[config.mk]
export PLATFORM = sky130hd
export DESIGN_NAME = rr_arbiter8
export DESIGN_NICKNAME = d
export VERILOG_FILES = /design/src/rtl/rr_arbiter8.sv
export SDC_FILE = /design/constraint.sdc
export NUM_CORES = 1
export LEC_CHECK = 0
export ABC_CLOCK_PERIOD_IN_PS = 4070
export BUFFER_PORTS_ARGS = -buffer_cell sky130_fd_sc_hd__buf_2
export CAP_MARGIN = 20
export CORE_AREA = 2 2 75 77
export CTS_CLUSTER_DIAMETER = 100
export DETAILED_ROUTE_END_ITERATION = 7
export DIE_AREA = 0 0 77 79
export HOLD_SLACK_MARGIN = 0.06
export PLACE_DENSITY = 0.63
export SYNTH_ARGS = -nofsm -noshare
export SYNTH_HDL_FRONTEND = slang
export SYNTH_SLANG_ARGS = --single-unit
[constraint.sdc]
create_clock -name clk -period 4.07 [get_ports clk]
set_input_delay 0.814 -clock clk [delete_from_list [all_inputs] [get_ports clk]]
set_output_delay 0.814 -clock clk [all_outputs]
set_load 0.02 [all_outputs]
[src/rtl/rr_arbiter8.sv]
// rr_arbiter8 - eight-requester round-robin arbiter with bounded hold time.
//
// A grant is issued from IDLE to the first asserted request found after the
// last-grant pointer (wrapping 7->0). The holder keeps the grant until it
// signals done, drops its request, or has held for HOLD_MAX cycles. Every
// release passes through one IDLE (dead) cycle before the next grant.
//
// Ports:
//   clk       in   single clock, rising edge
//   rst_n     in   asynchronous active-low reset
//   req       in   [7:0] request lines, bit i = requester i
//   done      in   holder releases the grant this cycle (ignored in IDLE)
//   gnt       out  [7:0] one-hot grant, zero when idle
//   gnt_idx   out  [2:0] binary index of holder, zero when idle
//   gnt_valid out  high while a grant is held
//   timeout   out  one-cycle pulse after a release forced by the hold limit
module rr_arbiter8 #(
    parameter int unsigned HOLD_MAX = 15
) (
    input  logic       clk,
    input  logic       rst_n,
    input  logic [7:0] req,
    input  logic       done,
    output logic [7:0] gnt,
    output logic [2:0] gnt_idx,
    output logic       gnt_valid,
    output logic       timeout
);

    typedef enum logic [0:0] {
        IDLE = 1'b0,
        BUSY = 1'b1
    } state_e;

    // Last hold_cnt value allowed before the grant is forcibly withdrawn.
    localparam logic [3:0] HOLD_LAST = 4'(HOLD_MAX - 1);

    state_e     state_q, state_d;
    logic [7:0] gnt_q, gnt_d;
    logic [2:0] gnt_idx_q, gnt_idx_d;
    logic       gnt_valid_q, gnt_valid_d;
    logic       timeout_q, timeout_d;
    logic [3:0] hold_cnt_q, hold_cnt_d;
    logic [2:0] ptr_q, ptr_d;

    logic [3:0] pick_s;
    logic       holder_req_s;
    logic       hold_hit_s;
    logic       release_s;

    // Round-robin search starting just after p; the pointed-to requester is
    // examined last (offset 8 wraps back to p). Result is {found, index}.
    function automatic logic [3:0] rr_pick(input logic [7:0] r, input logic [2:0] p);
        logic [3:0] res;
        logic [2:0] c;
        res = 4'b0000;
        for (int i = 1; i <= 8; i++) begin
            c = p + 3'(i);
            if (!res[3] && r[c]) begin
                res = {1'b1, c};
            end else begin
                res = res;
            end
        end
        return res;
    endfunction

    assign pick_s       = rr_pick(req, ptr_q);
    assign holder_req_s = req[gnt_idx_q];
    assign hold_hit_s   = (hold_cnt_q == HOLD_LAST);
    assign release_s    = done || !holder_req_s || hold_hit_s;

    // Next-state and registered-output computation.
    always_comb begin
        state_d     = state_q;
        gnt_d       = gnt_q;
        gnt_idx_d   = gnt_idx_q;
        gnt_valid_d = gnt_valid_q;
        timeout_d   = 1'b0;
        hold_cnt_d  = hold_cnt_q;
        ptr_d       = ptr_q;
        case (state_q)
            IDLE: begin
                if (pick_s[3]) begin
                    state_d     = BUSY;
                    gnt_idx_d   = pick_s[2:0];
                    gnt_d       = 8'b0000_0001 << pick_s[2:0];
                    gnt_valid_d = 1'b1;
                    hold_cnt_d  = 4'd0;
                end else begin
                    gnt_d       = 8'b0000_0000;
                    gnt_idx_d   = 3'd0;
                    gnt_valid_d = 1'b0;
                end
            end
            BUSY: begin
                if (release_s) begin
                    state_d     = IDLE;
                    gnt_d       = 8'b0000_0000;
                    gnt_idx_d   = 3'd0;
                    gnt_valid_d = 1'b0;
                    hold_cnt_d  = 4'd0;
                    ptr_d       = gnt_idx_q;
                    // A forced release only counts as a timeout when the
                    // holder had not already given the grant up itself.
                    timeout_d   = hold_hit_s && !done && holder_req_s;
                end else if (hold_cnt_q != 4'hF) begin
                    hold_cnt_d = hold_cnt_q + 4'd1;
                end else begin
                    hold_cnt_d = hold_cnt_q;
                end
            end
            default: begin
                state_d     = IDLE;
                gnt_d       = 8'b0000_0000;
                gnt_idx_d   = 3'd0;
                gnt_valid_d = 1'b0;
                hold_cnt_d  = 4'd0;
            end
        endcase
    end

    // State and output registers with asynchronous reset.
    always_ff @(posedge clk or negedge rst_n) begin
        if (!rst_n) begin
            state_q     <= IDLE;
            gnt_q       <= 8'b0000_0000;
            gnt_idx_q   <= 3'd0;
            gnt_valid_q <= 1'b0;
            timeout_q   <= 1'b0;
            hold_cnt_q  <= 4'd0;
            ptr_q       <= 3'd7;
        end else begin
            state_q     <= state_d;
            gnt_q       <= gnt_d;
            gnt_idx_q   <= gnt_idx_d;
            gnt_valid_q <= gnt_valid_d;
            timeout_q   <= timeout_d;
            hold_cnt_q  <= hold_cnt_d;
            ptr_q       <= ptr_d;
        end
    end

    assign gnt       = gnt_q;
    assign gnt_idx   = gnt_idx_q;
    assign gnt_valid = gnt_valid_q;
    assign timeout   = timeout_q;

endmodule
==> results of run 1 <==
## logic make-up (layout without fill, tap and decap cells)
logic type,Yosys count,after routing,share of synthesized area
compound gates,62,62,0.248
simple gates,55,55,0.144
mux,38,38,0.250
flops,21,21,0.262
buf+inv,19,40,0.0483
fa+ha+maj,4,4,0.0248
xor+xnor,3,3,0.0223
## worst max-delay path, delay by kind of cell (launching register included)
kind | cells | cell delay, ns
compound gates | 4 | 1.07
fa+ha+maj | 1 | 0.74
mux | 2 | 0.57
flops | 1 | 0.53
simple gates | 1 | 0.52
buf+inv | 1 | 0.10
## cell type report
| class | count | area [um2] | area share |
|---|---|---|---|
| clock buffers | 3 | 41.3 | 0.0184 |
| clock inverters | 1 | 5.00 | 0.00223 |
| inverters | 7 | 26.3 | 0.0117 |
| multi-input cells | 162 | 1390 | 0.620 |
| flip-flops and latches | 21 | 529 | 0.236 |
| well taps | 72 | 90.1 | 0.0401 |
| repair buffers | 29 | 160 | 0.0713 |
## Yosys cell counts (5+ instances only)
| cell | count | share of area |
|---|---|---|
| nand2_1 | 21 | 0.039 |
| mux2i_1 | 20 | 0.099 |
| dfrtp_1 | 18 | 0.22 |
| o21ai_0 | 11 | 0.027 |
| nor2_1 | 10 | 0.019 |
| mux2_2 | 9 | 0.050 |
| mux4_2 | 9 | 0.10 |
| nand3_1 | 9 | 0.022 |
| inv_1 | 7 | 0.013 |
| o221ai_1 | 6 | 0.026 |
| o41ai_1 | 6 | 0.026 |
| a21oi_1 | 5 | 0.012 |
## stage by stage
| stage | hold slack (ns) | area, um2 | instances | setup WS, ns | utilization |
|---|---|---|---|---|---|
| after floorplan | 0.472 | 2020 | 202 | 0.664 | - |
| after global placement | 0.470 | 2200 | 291 | 0.573 | 0.412 |
| after CTS | 0.492 | 2240 | 295 | 0.455 | 0.421 |
| after global routing | 0.518 | 2240 | 295 | 0.223 | 0.421 |
| after detailed placement | 0.474 | 2200 | 291 | 0.510 | 0.412 |
| final | 0.489 | 2240 | 295 | 0.411 | 0.421 |
## power by group
part	switching, mW	leakage, nW	internal (mW)
registers	0.0719	0.273	0.282
clock network	0.0646	0.0255	0.0680
logic	0.913	0.636	0.647
## registers in the layout, indices dropped and copies added (netlist names)
signal      count
gnt_valid       1
gnt_idx         3
state_q         1
hold_cnt_q      4
ptr_q           3
gnt             8
timeout         1
## cell usage in the layout, fill, tap and decap left out, types with 3 or more instances in the layout
master	instances
nand3_1	9
mux4_2	9
buf_2	23
a31oi_1	3
nor2_1	10
mux2i_1	20
buf_4	6
mux2_2	9
dfstp_2	3
a21oi_1	5
o41ai_1	6
dfrtp_1	18
a32o_1	4
inv_1	7
nand2_1	21
o21ai_0	11
clkbuf_8	3
o221ai_1	6
ha_1	4
## path summary, 6_finish.rpt
kind / from / endpoint / slack [ns] / cells after the start
worst max-delay path: ptr_q[1]$_DFFE_PN1P_ / gnt[4]$_DFFE_PN0N_ / 0.41 / 9
worst min-delay path: gnt[0]$_DFFE_PN0N_ / gnt[0]$_DFFE_PN0N_ / 0.49 / 2
worst max register to register: ptr_q[1]$_DFFE_PN1P_ / gnt[4]$_DFFE_PN0N_ / 0.41 / 9
worst min register to register: gnt[0]$_DFFE_PN0N_ / gnt[0]$_DFFE_PN0N_ / 0.49 / 2
max in group asynchronous: rst_n / ptr_q[1]$_DFFE_PN1P_ / 3.21 / 1
min in group asynchronous: rst_n / gnt[5]$_DFFE_PN0N_ / 0.51 / 1
## routing by layer
| layer | global-route usage | wire [um] | vias up |
|---|---|---|---|
| met5 | 0 | 0 | - |
| met4 | 0.0429 | 24 | 0 |
| met3 | 0.0114 | 214 | 2 |
| met2 | 0.283 | 2320 | 51 |
| met1 | 0.228 | 2340 | 860 |
| li1 | - | - | 855 |
==> metrics.md, run 1 <==
| Metric | Value |
|---|---|
| Number of flops mapped to enable cells by yosys | 0 |
| Mapped cell area | 2020 um2 |
| WS Path Type | reg2reg |
| TritonCTS clock tree | yes |
| Initial antenna violation count | 0 |
| Clock Root Buffer | clkbuf_8 |
| Vias in the first global route | 1625 |
| Final Hold Viols | 0 |
| Fillers | 558 |
| TritonCTS Sinks | 21 |
| Result of the run | complete, no violations |
| Pwr/cell area | 912 nW/um2 |
| Max_cap viols | 0 |
| DR vias/cell | 5.99 |
| Cell Rows | 27 |
| Min cycle time layout | 3.66 ns |
| Clock tree buffer depth | 2 |
| Vias | 1768 |
| Buffers on Ports | 23 |
| Num CTS Buffers | 3 |
| CP Capture Type | flip-flop |
| First-pass DRT Iterations | 5 |
| First-pass GRT wire length | 8200 um |
| Die area | 6080 um2 |
| Worst-margin pin slew | 0.667 ns |
| Pwr Total | 2.05 mW |
| CP Cell Sequence | inv_1, ha_1, mux2i_1, mux2i_1, o22a_1, o311ai_0, or4b_4, o31a_4, o41ai_1 |
| Clock skew | 0.00247 ns |
| Post-route ant nets | 0 |
| Syn Area/Cell | 10.0 um2 |
| Peak VDD IR | 0.334 mV |
| Number of diodes | 0 |
| DRC | 0 |
| Largest net degree at the start of global routing | 32 |
| Worst skew pair latency | 0.25 ns |
| Startpoint types | flip-flop |
| Arrival time at the worst endpoint | 3.81 ns |
| Most used cell, CP | mux2i_1 |
| Relative slew slack | 0.555 |
| Global-route congestion overflow total | 0 |
| Hold_buf cts | 0 |
| Hpwl dp | 3660 um |
| GRT Overall Usage | 0.165 |
| Mean routed wirelength per cell | 16.6 um |
| RD Place Congestion | 0.842 |
| Tcrit/Tclk final | 0.899 |
| Number of setup buffers added after CTS | 0 |
| Slowest library cell on the worst path | ha_1 |
| Layout cells sized above 1 | 0.283 |
| Cells after Synth | 202 |
| Worst EP required | 4.22 ns |
| Initial core utilization | 0.378 |
| Ports | 24 |
| Hold Path Class | reg2reg |
| RSZ-0062 raised after global routing | no |
| CORE AREA | 5340 um2 |
| Peak Freq | 273 MHz |
| Drt total wl | 4900 um |
| Sequential share of the synthesized area | 0.262 |
| Die X | 77 um |
| TNS Setup | 0 ns |
| Ys Warns | 0 |
| Initial DRC Count | 199 |
| Clock transition at path regs | 0.07 ns |
| Final setup vio count | 0 |
| Yosys cell types | 56 |
| Syn Nets | 217 |
| Slew Limit Fails | 0 |
| Top FF cell, synth | dfrtp_1 |
| # resized after CTS | 0 |
| Asr flop ratio synth | 1.00 |
| H-tree levels | 1 |
| Fin nets | 239 |
| Seq cells post-synth | 21 |
| Area Overhead vs Synth | 11.2% |
| P_leak | 0.935 nW |
| Crit-path max FO | 15 |
| CP peak stage delay | 0.74 ns |
| Die H | 79 um |
No activity file was read; power rests on OpenSTA's default activity.
==> run 2, diff against run 1 <==
==> config.mk (replaced) <==
export PLATFORM = sky130hd
export DESIGN_NAME = rr_arbiter8
export DESIGN_NICKNAME = d
export VERILOG_FILES = /design/src/rtl/rr_arbiter8.sv
export SDC_FILE = /design/constraint.sdc
export NUM_CORES = 1
export LEC_CHECK = 0
export ABC_AREA = 1
export ABC_CLOCK_PERIOD_IN_PS = 4070
export BUFFER_PORTS_ARGS = -buffer_cell sky130_fd_sc_hd__buf_2
export CAP_MARGIN = 20
export CORE_AREA = 2 2 72 74
export CTS_CLUSTER_DIAMETER = 100
export DETAILED_ROUTE_END_ITERATION = 7
export DIE_AREA = 0 0 74 76
export HOLD_SLACK_MARGIN = 0.06
export PLACE_DENSITY = 0.62
export SYNTH_ARGS = -nofsm -noshare
export SYNTH_HDL_FRONTEND = slang
export SYNTH_SLANG_ARGS = --single-unit
==> run 2 against run 1 <==
Against the previous run: hold slack worse by 0.0058 ns; synthesized cell count is 31% higher; utilization shrank 0.64 points.
==> metrics.md, run 2 <==
| Metric | Value |
|---|---|
| Result of the run | complete, no violations |
| Number of diodes | 0 (unchanged) |
| CP Capture Type | flip-flop |
| TritonCTS clock tree | yes |
| Most frequent cell after synthesis | nand2_1 |
| Seq cells post-synth | 21 (unchanged) |
| Num CTS Buffers | 3 (unchanged) |
| Clock transition at path regs | 0.08 ns (about the same) |
| Max_cap viols | 0 (unchanged) |
| Syn Nets | 280 (+29%) |
| Initial antenna violation count | 0 (unchanged) |
| Crit-path max FO | 16 (+1) |
| Die H | 76 um (-3.8%) |
| DRC | 0 (unchanged) |
| First-pass GRT wire length | 8070 um (-1.7%) |
| Yosys cell types | 34 (-39%) |
| Commonest non-fill, non-tap cell in the layout | nand2_1 |
| Vias in the first global route | 1713 (+5.4%) |
| Area Overhead vs Synth | 12.1% |
| Post-route ant nets | 0 (unchanged) |
| GRT Overall Usage | 0.178 (+0.0133) |
| Worst skew pair latency | 0.27 ns (+0.02 ns) |
| WS Path Type | reg2reg |
| Top cell type's share of synthesized area | 0.248 (+0.0251) |
| Number of setup buffers added after CTS | 0 (unchanged) |
| # resized after CTS | 0 (unchanged) |
| Number of flops mapped to enable cells by yosys | 0 (unchanged) |
| Relative slew slack | 0.689 (+0.134) |
| Startpoint types | flip-flop |
| RSZ-0062 raised after global routing | no |
| Die X | 74 um (-3.9%) |
| DR vias/cell | 5.08 (-15%) |
| First-pass DRT Iterations | 5 (unchanged) |
| Most frequent cells in the layout | nand2_1, nand3_1, nor2_1, buf_2, inv_1 |
| Top post-synthesis cells by area | dfrtp_1, nand2_1, nand3_1 |
| Peak Freq | 332 MHz (+22%) |
| Fin nets | 304 (+27%) |
| Pwr Total | 1.81 mW (-12%) |
| TritonCTS Sinks | 21 (unchanged) |
| P_leak | 1.02 nW (+8.8%) |
| Ports | 24 (unchanged) |
| Hold Path Class | reg2reg |
| Cell Rows | 26 (-3.7%) |
| Pre-CTS setup slack | 1.09 ns (+0.583 ns) |
| Worst-margin pin slew | 0.466 ns (-0.201 ns) |
| Final Hold Viols | 0 (unchanged) |
| CORE AREA | 4910 um2 (-8.0%) |
| Pwr/cell area | 889 nW/um2 (-2.5%) |
| Cells after Synth | 265 (+31%) |
| Drt total wl | 4630 um (-5.6%) |
| Vias | 1817 (+2.8%) |
| Asr flop ratio synth | 1.00 (unchanged) |
| Setup WS post-layout | 1.06 ns (+0.651 ns) |
| Clock skew | 0.00493 ns (+0.00246 ns) |
| Mapped cell area | 1820 um2 (-10%) |
| Initial DRC Count | 196 (-1.5%) |
| Worst EP required | 4.26 ns (+0.04 ns) |
| Top FF cell, synth | dfrtp_1 |
| TNS Setup | 0 ns (unchanged) |
| Largest net degree at the start of global routing | 22 (-31%) |
| Min cycle time layout | 3.01 ns (-0.651 ns) |
| Peak VDD IR | 0.372 mV (+11%) |
| H-tree levels | 1 (unchanged) |
| Design Area, Final | 2030 um2 (-9.4%) |
| Mean routed wirelength per cell | 12.9 um (-22%) |
| Sequential share of the synthesized area | 0.292 (+0.0294) |
| Arrival time at the worst endpoint | 3.20 ns (-0.61 ns) |
| Most common library cells after synthesis | nand2_1, nand3_1, nor2_1, inv_1, dfrtp_1 |
| Ys Warns | 0 (unchanged) |
| Die area | 5620 um2 (-7.5%) |
| Dominant cell type by area after synthesis | dfrtp_1 |
| Initial core utilization | 0.370 (-0.00875) |
| Clock Root Buffer | clkbuf_8 |
| Global-route congestion overflow total | 0 (unchanged) |
| Hold_buf cts | 0 (unchanged) |
| Layout cells sized above 1 | 0.226 (-0.0568) |
| RD Place Congestion | 0.928 (+10%) |
| Final setup vio count | 0 (unchanged) |
| Syn Area/Cell | 6.85 um2 (-31%) |
| Placed inst area | 1990 um2 (-9.5%) |
| Worst Hold Slack | 0.483 ns (-0.00578 ns) |
| Clock tree buffer depth | 2 (unchanged) |
| Fillers | 518 (-7.2%) |
| Hpwl dp | 3710 um (+1.1%) |
| Buffers on Ports | 23 (unchanged) |
| Largest register FFs | 8 (unchanged) |
| Tcrit/Tclk final | 0.739 (-0.160) |
| Slew Limit Fails | 0 (unchanged) |
[run 2: cell type report]
type | count | area, um2 | share of cell area
well taps | 70 | 87.6 | 0.0431
flip-flops and latches | 21 | 529 | 0.260
multi-input cells | 212 | 1150 | 0.566
repair buffers | 23 | 115 | 0.0566
inverters | 28 | 105 | 0.0517
clock buffers | 4 | 45.0 | 0.0221
[run 2: final timing paths]
path                                  startpoint                         to  slack, ns  depth (start not counted)
hold reg to reg            gnt_valid$_DFFE_PN0N_      gnt_valid$_DFFE_PN0N_       0.48                          2
hold / removal             gnt_valid$_DFFE_PN0N_      gnt_valid$_DFFE_PN0N_       0.48                          2
setup reg to reg            ptr_q[0]$_DFFE_PN1P_         gnt[0]$_DFFE_PN0N_       1.06                         15
max in group asynchronous                  rst_n       ptr_q[1]$_DFFE_PN1P_       3.23                          1
setup / recovery            ptr_q[0]$_DFFE_PN1P_         gnt[0]$_DFFE_PN0N_       1.06                         15
min in group asynchronous                  rst_n  hold_cnt_q[0]$_DFFE_PN0P_       0.49                          1
[run 2: logic make-up (layout without fill, tap and decap cells)]
group           Yosys count  in the layout  synth area share
fa+ha+maj                 4              4            0.0276
flops                    21             21             0.292
xor+xnor                  5              5            0.0283
buf+inv                  32             55            0.0737
compound gates           36             36             0.125
simple gates            167            167             0.453
[run 2: worst max-delay path, cell delays in order (launching register included)]
cell and delay, ns:
dfstp_2 0.71, inv_2 0.19, ha_1 0.42, inv_2 0.16, nand3_1 0.13, nand3_1 0.16, nand2_4 0.11, nor2_2 0.19
nand2_1 0.07, nand2_1 0.08, nand3_1 0.08, nor2_1 0.09, nand3_1 0.08, nor2_1 0.20, nand2_1 0.11, o21ai_1 0.15
[run 2: routing by layer]
metal | vias to the layer above | GRT usage | part of all wire
met5 | - | 0 | 0
met4 | 0 | 0.0491 | 0.016
met3 | 9 | 0.0119 | 0.049
met2 | 60 | 0.280 | 0.47
met1 | 818 | 0.262 | 0.46
li1 | 930 | - | -
[run 2: metrics by stage]
stage | util | instances
2_1_floorplan | - | 265
3_3_place_gp | 0.405 | 354
3_5_place_dp | 0.405 | 354
4_1_cts | 0.414 | 358
5_1_grt | 0.414 | 358
6_report | 0.414 | 358
[run 2: report_power, final]
part	internal [mW]	switching (mW)	leakage, nW
logic	0.400	0.918	0.721
clock network	0.0699	0.0677	0.0228
registers	0.277	0.0762	0.272
total	0.747	1.06	1.02
